==> config.mk <==
export PLATFORM = sky130hd
export DESIGN_NAME = reaction_ctrl
export DESIGN_NICKNAME = d
export VERILOG_FILES = /design/src/rtl/reaction_ctrl.sv
export SDC_FILE = /design/constraint.sdc
export NUM_CORES = 1
export LEC_CHECK = 0
export CELL_PAD_IN_SITES_DETAIL_PLACEMENT = 1
export CELL_PAD_IN_SITES_GLOBAL_PLACEMENT = 2
export CORE_ASPECT_RATIO = 0.9
export CORE_MARGIN = 5
export CORE_UTILIZATION = 35
export DETAILED_ROUTE_END_ITERATION = 7
export GPL_ROUTABILITY_DRIVEN = 1
export PLACE_DENSITY_LB_ADDON = 0.08
export SYNTH_ARGS = -nofsm -noshare
export SYNTH_HDL_FRONTEND = slang
export SYNTH_SLANG_ARGS = --single-unit
==> constraint.sdc <==
create_clock -name clk -period 2.04 [get_ports clk]
set_clock_uncertainty 0.05 [all_clocks]
set_input_delay 0.408 -clock clk [delete_from_list [all_inputs] [get_ports clk]]
set_output_delay 0.408 -clock clk [all_outputs]
set_load 0.05 [all_outputs]
==> src/rtl/reaction_ctrl.sv <==
// Reaction-time game sequencer: random pre-GO wait, GO lamp, then reaction
// measurement in ms ticks, with false-start and timeout detection.
module reaction_ctrl #(
   parameter int          MAX_MS      = 9999,
   parameter int          MIN_WAIT_MS = 1000,
   parameter int          RAND_BITS   = 11,
   parameter logic [15:0] LFSR_SEED   = 16'hACE1
) (
   input  logic                           clk,
   input  logic                           rst,
   input  logic                           msec_pulse,
   input  logic                           start_btn,
   input  logic                           react_btn,
   output logic                           led_go,
   output logic                           busy,
   output logic [$clog2(MAX_MS+1)-1:0]    result_ms,
   output logic                           result_valid,
   output logic                           false_start,
   output logic                           timeout
);

   localparam int RW = $clog2(MAX_MS + 1);
   localparam int WW = $clog2(MIN_WAIT_MS + 2**RAND_BITS);
   localparam int CW = (RW > WW) ? RW : WW;

   localparam logic [2:0] S_IDLE  = 3'd0;
   localparam logic [2:0] S_WAIT  = 3'd1;
   localparam logic [2:0] S_GO    = 3'd2;
   localparam logic [2:0] S_DONE  = 3'd3;
   localparam logic [2:0] S_FAULT = 3'd4;

   logic [2:0]    state_q, state_d;
   logic [CW-1:0] ms_cnt_q, ms_cnt_d;
   logic [CW-1:0] wait_tgt_q, wait_tgt_d;
   logic [RW-1:0] result_q, result_d;
   logic          timeout_q, timeout_d;
   logic [15:0]   lfsr_q, lfsr_d;
   logic          start_q, react_q;
   logic          start_e, react_e;

   // Edge registers reset high so a button held through reset yields no edge.
   assign start_e = start_btn & ~start_q;
   assign react_e = react_btn & ~react_q;

   always_comb begin
      state_d    = state_q;
      ms_cnt_d   = ms_cnt_q;
      wait_tgt_d = wait_tgt_q;
      result_d   = result_q;
      timeout_d  = timeout_q;
      // Taps 16,14,13,11 in right-shifting Fibonacci form.
      lfsr_d     = {lfsr_q[0] ^ lfsr_q[2] ^ lfsr_q[3] ^ lfsr_q[5], lfsr_q[15:1]};
      case (state_q)
         S_WAIT: begin
            if (react_e) begin
               state_d = S_FAULT;
            end else if (msec_pulse) begin
               if (ms_cnt_q == wait_tgt_q) begin
                  state_d  = S_GO;
                  ms_cnt_d = '0;
               end else begin
                  ms_cnt_d = ms_cnt_q + CW'(1);
               end
            end
         end
         S_GO: begin
            if (react_e) begin
               result_d = RW'(ms_cnt_q);
               state_d  = S_DONE;
            end else if (msec_pulse) begin
               if (ms_cnt_q == CW'(MAX_MS - 1)) begin
                  result_d  = RW'(MAX_MS);
                  timeout_d = 1'b1;
                  state_d   = S_DONE;
               end else begin
                  ms_cnt_d = ms_cnt_q + CW'(1);
               end
            end
         end
         default: begin
            if (start_e) begin
               wait_tgt_d = CW'(MIN_WAIT_MS) + CW'(lfsr_q[RAND_BITS-1:0]);
               ms_cnt_d   = '0;
               timeout_d  = 1'b0;
               state_d    = S_WAIT;
            end
         end
      endcase
   end

   always_ff @(posedge clk or posedge rst) begin
      if (rst) begin
         state_q    <= S_IDLE;
         ms_cnt_q   <= '0;
         wait_tgt_q <= '0;
         result_q   <= '0;
         timeout_q  <= 1'b0;
         lfsr_q     <= LFSR_SEED;
         start_q    <= 1'b1;
         react_q    <= 1'b1;
      end else begin
         state_q    <= state_d;
         ms_cnt_q   <= ms_cnt_d;
         wait_tgt_q <= wait_tgt_d;
         result_q   <= result_d;
         timeout_q  <= timeout_d;
         lfsr_q     <= lfsr_d;
         start_q    <= start_btn;
         react_q    <= react_btn;
      end
   end

   assign led_go       = (state_q == S_GO);
   assign busy         = (state_q == S_WAIT) || (state_q == S_GO);
   assign result_valid = (state_q == S_DONE);
   assign false_start  = (state_q == S_FAULT);
   assign timeout      = timeout_q;
   assign result_ms    = result_q;

endmodule

==> flow_metrics.tcl <==
set metrics [dict create \
    hold_path_end "react_q" \
    power_frac_seq_pct 35.3 \
    placed_area_um2 3390 \
    hold_depth 2 \
    drc 0 \
    worst_pin_slew_ps 561 \
    synthArstFlopShare_pct 100 \
    clock_sinks 62 \
    dr_total_vias 2077 \
    die_x_um 104 \
    syn_inst 246 \
    ios 24 \
    ys.flop_type "dfrtp_1" \
    final_hold_viol_count 0 \
    root_buffer "clkbuf_8" \
    crit_chain "clkdlybuf4s50_1" \
    clk_pin_slew_ps 70 \
    tritoncts "yes" \
    switching_share_pct 38.2 \
    finalMaxSlewViolations 0 \
    min-delay-path-class "primary input to flip-flop" \
    wl_per_cell_um 16.8 \
    p_per_area_nw_per_um2 1210 \
    die_area_um2 9920 \
    crit_path_end_kind "primary output" \
    insertion_delay_ps 340 \
    start_kind "flip-flop" \
    drtPass1Iterations 4 \
    crit_buf_inv 1 \
    track_usage_pct 14.9 \
    period_minus_slack_ps 1970 \
    fin_area_um2 3690 \
    start_util_pct 35.3 \
    globalplace.congestion 0.817 \
    finalSetupViolCount 0 \
    cts_made_buffers 9 \
    synth_nets 254 \
    fillCellCount 859 \
    timing.slew.headroom_pct 62.3 \
    clock.fmax_ghz 0.508 \
    crit_family "buffers and inverters" \
    ys_seq_elements 62 \
    yosys.cell_types.count 44 \
    period_share_pct 96.6 \
    slowest_stage "clkdlybuf4s50_1" \
    grt_overflow 0 \
    p_leak_nw 1.66 \
    antenna_left 0 \
    pwr-share-clk_pct 25.2 \
    ir_drop_mv 0.497 \
    grt_pass1_vias 2251 \
    initialDrtViolationCount 79 \
    antenna_found_initial 0 \
    synth-edff-count 0 \
    antenna_cells 0 \
    timing.rr.end "ms_cnt_q[4]" \
    hold_ws_ps 277 \
    ff2ff_path_depth 6 \
    worst-path-max-fanout 2 \
    die_h_um 95.0 \
    timing.rr.start "react_q" \
    syn_to_final_growth_pct 31.6 \
    avgSynthCellArea_um2 11.4 \
    clock_path_buffers 2 \
    layout-drive-gt1-share_pct 30.7 \
    status "completed" \
    routed_wl_um 6920 \
    required_ps 1580 \
    arrival_ps 1510 \
    path_class "flip-flop to primary output" \
    rsz0062_at_grt "yes" \
    fp.coreArea_um2 7950 \
    netlist_area_um2 2810 \
    rows 31 \
    htree_num_levels 3 \
    min_from "react_btn" \
    seq_area_frac_synth_pct 55.7 \
    cp_slowest_stage_delay_ps 810 \
    grt_max_degree 36 \
    port_buffers 23 \
    grt_pass1_wl_um 11600 \
    p_sw_mw 1.70 \
    via_per_inst 5.04 \
    postCtsHoldBufs 0 \
    comb_power_share_pct 39.5 \
    p_int_mw 2.75 \
    dp_hpwl_um 4940 \
    nNetsFinal 316 \
    cap_violations 0 \
    worst-r2r-setup-slack_ps 80 \
    yosys_warnings 0 \
]
kinds of logic (layout without fill, tap and decap cells):
group                      count (synthesis)  in the layout  synth area share (%)
and+or+nand+nor                           84             84                  16.0
DFF                                       62             62                  55.7
AOI/OAI and AO/OA                         47             47                  12.3
xor gates and xnor gates                  33             33                  10.6
buffers and inverters                     13             80                  2.50
muxes                                      4              4                  1.60
adders and majority gates                  3              3                  1.34
metal layers:
layer / global-route usage (%) / vias to the layer above / part of all wire [%]
met5: 0 / - / 0
met4: 5.18 / 0 / 0.98
met3: 3.90 / 7 / 2.9
met2: 24.1 / 22 / 48
met1: 19.3 / 1052 / 49
li1: - / 996 / -
layout make-up:
class,instances,area (um^2),area share (%)
clock inverters,6,68.8,1.86
well taps,99,124,3.35
clock buffers,10,138,3.73
repair buffers,60,564,15.3
flip-flops and latches,62,1570,42.5
inverters,4,15.0,0.406
multi-input cells,171,1210,32.9
cells in the mapped netlist (2+ instances only):
library cell | n | area share, %
inv_1 | 4 | 0.53
o21ai_0 | 12 | 2.1
mux2_2 | 4 | 1.6
o41ai_1 | 2 | 0.62
and4_1 | 2 | 0.62
clkbuf_1 | 4 | 0.53
ha_1 | 3 | 1.3
a21oi_1 | 8 | 1.4
nand4_1 | 7 | 1.6
o22a_1 | 7 | 2.2
buf_6 | 2 | 0.80
o31ai_1 | 3 | 0.80
xnor2_1 | 17 | 5.3
nand2b_1 | 5 | 1.1
dfstp_2 | 10 | 9.4
nand2_1 | 24 | 3.2
dfrtp_1 | 52 | 46
nor2_1 | 18 | 2.4
buf_2 | 2 | 0.36
xor2_1 | 15 | 4.7
or3_1 | 2 | 0.45
a22o_1 | 6 | 1.9
nor3_1 | 6 | 1.1
nor2b_1 | 3 | 0.67
nand3_1 | 6 | 1.1
and3_1 | 4 | 0.89
worst max-delay path by stage:
stage | to | slack [ps] | from | cells past startpoint
floorplan | false_start | 20 | state_q[0] | 2
global placement | ms_cnt_q[10] | -360 | react_btn | 7
detailed placement | ms_cnt_q[10] | -380 | react_btn | 7
CTS | ms_cnt_q[8] | -6 | ms_cnt_q[0] | 7
global route | ms_cnt_q[11] | -30 | ms_cnt_q[0] | 7
finish | result_ms[10] | 70 | result_ms[10] | 1
flip-flops by register name (all words and copies together) (netlist names):
| register | cells |
|---|---|
| result_ms | 14 |
| wait_tgt_q | 12 |
| start_q | 1 |
| ms_cnt_q | 14 |
| state_q | 3 |
| react_q | 1 |
| lfsr_q | 16 |
| timeout | 1 |
placed cells by master, fill, tap and decap left out, types with 2 or more instances in the layout:
master | netlist | final
nand2b_1 | 5 | 4
inv_2 | 0 | 2
nand4_1 | 7 | 7
nand3_1 | 6 | 6
clkbuf_8 | 0 | 10
clkinv_4 | 0 | 2
dfstp_2 | 10 | 10
o21ai_0 | 12 | 12
nor3_1 | 6 | 6
mux2_2 | 4 | 4
o41ai_1 | 2 | 2
ha_1 | 3 | 3
and3_1 | 4 | 4
o31ai_1 | 3 | 3
o22a_1 | 7 | 7
dfrtp_2 | 0 | 5
xnor2_1 | 17 | 16
clkdlybuf4s50_1 | 0 | 17
nor2_1 | 18 | 18
dfrtp_1 | 52 | 47
nand2_1 | 24 | 24
inv_1 | 4 | 2
a21oi_1 | 8 | 8
a211oi_2 | 1 | 2
xnor2_2 | 1 | 2
buf_12 | 0 | 5
xor2_1 | 15 | 15
nor2b_2 | 0 | 2
buf_4 | 1 | 36
a22o_1 | 6 | 6
stage by stage:
stage	setup WS, ps	cells	power [mW]	setup TNS (ps)	utilization, %
5_1_grt	-28.9	412	4.73	-109	46.5
4_1_cts	-6.41	407	4.45	-17.3	45.5
6_report	69.6	412	4.46	0	46.5
3_5_place_dp	-382	390	3.28	-4800	42.6
2_1_floorplan	17.4	246	2.68	0	-
3_3_place_gp	-358	390	3.27	-4270	42.6
repair_timing:
action	in CTS	in global routing
gates cloned	0	1
pin swaps	0	13
buffers inserted	1	4
endpoints found under the hold margin	0	0
resized for setup	4	15
endpoints found under the setup margin	18	26
power by group through the flow:
stage	Combinational (mW)	Sequential, mW	Clock, mW
final	1.76	1.57	1.12
after global placement	1.68	1.59	0
after detailed placement	1.69	1.59	0
after floorplan	0.833	1.85	0
after global routing	1.90	1.60	1.23
after CTS	1.71	1.57	1.17
(Power assumes the default switching activity.)
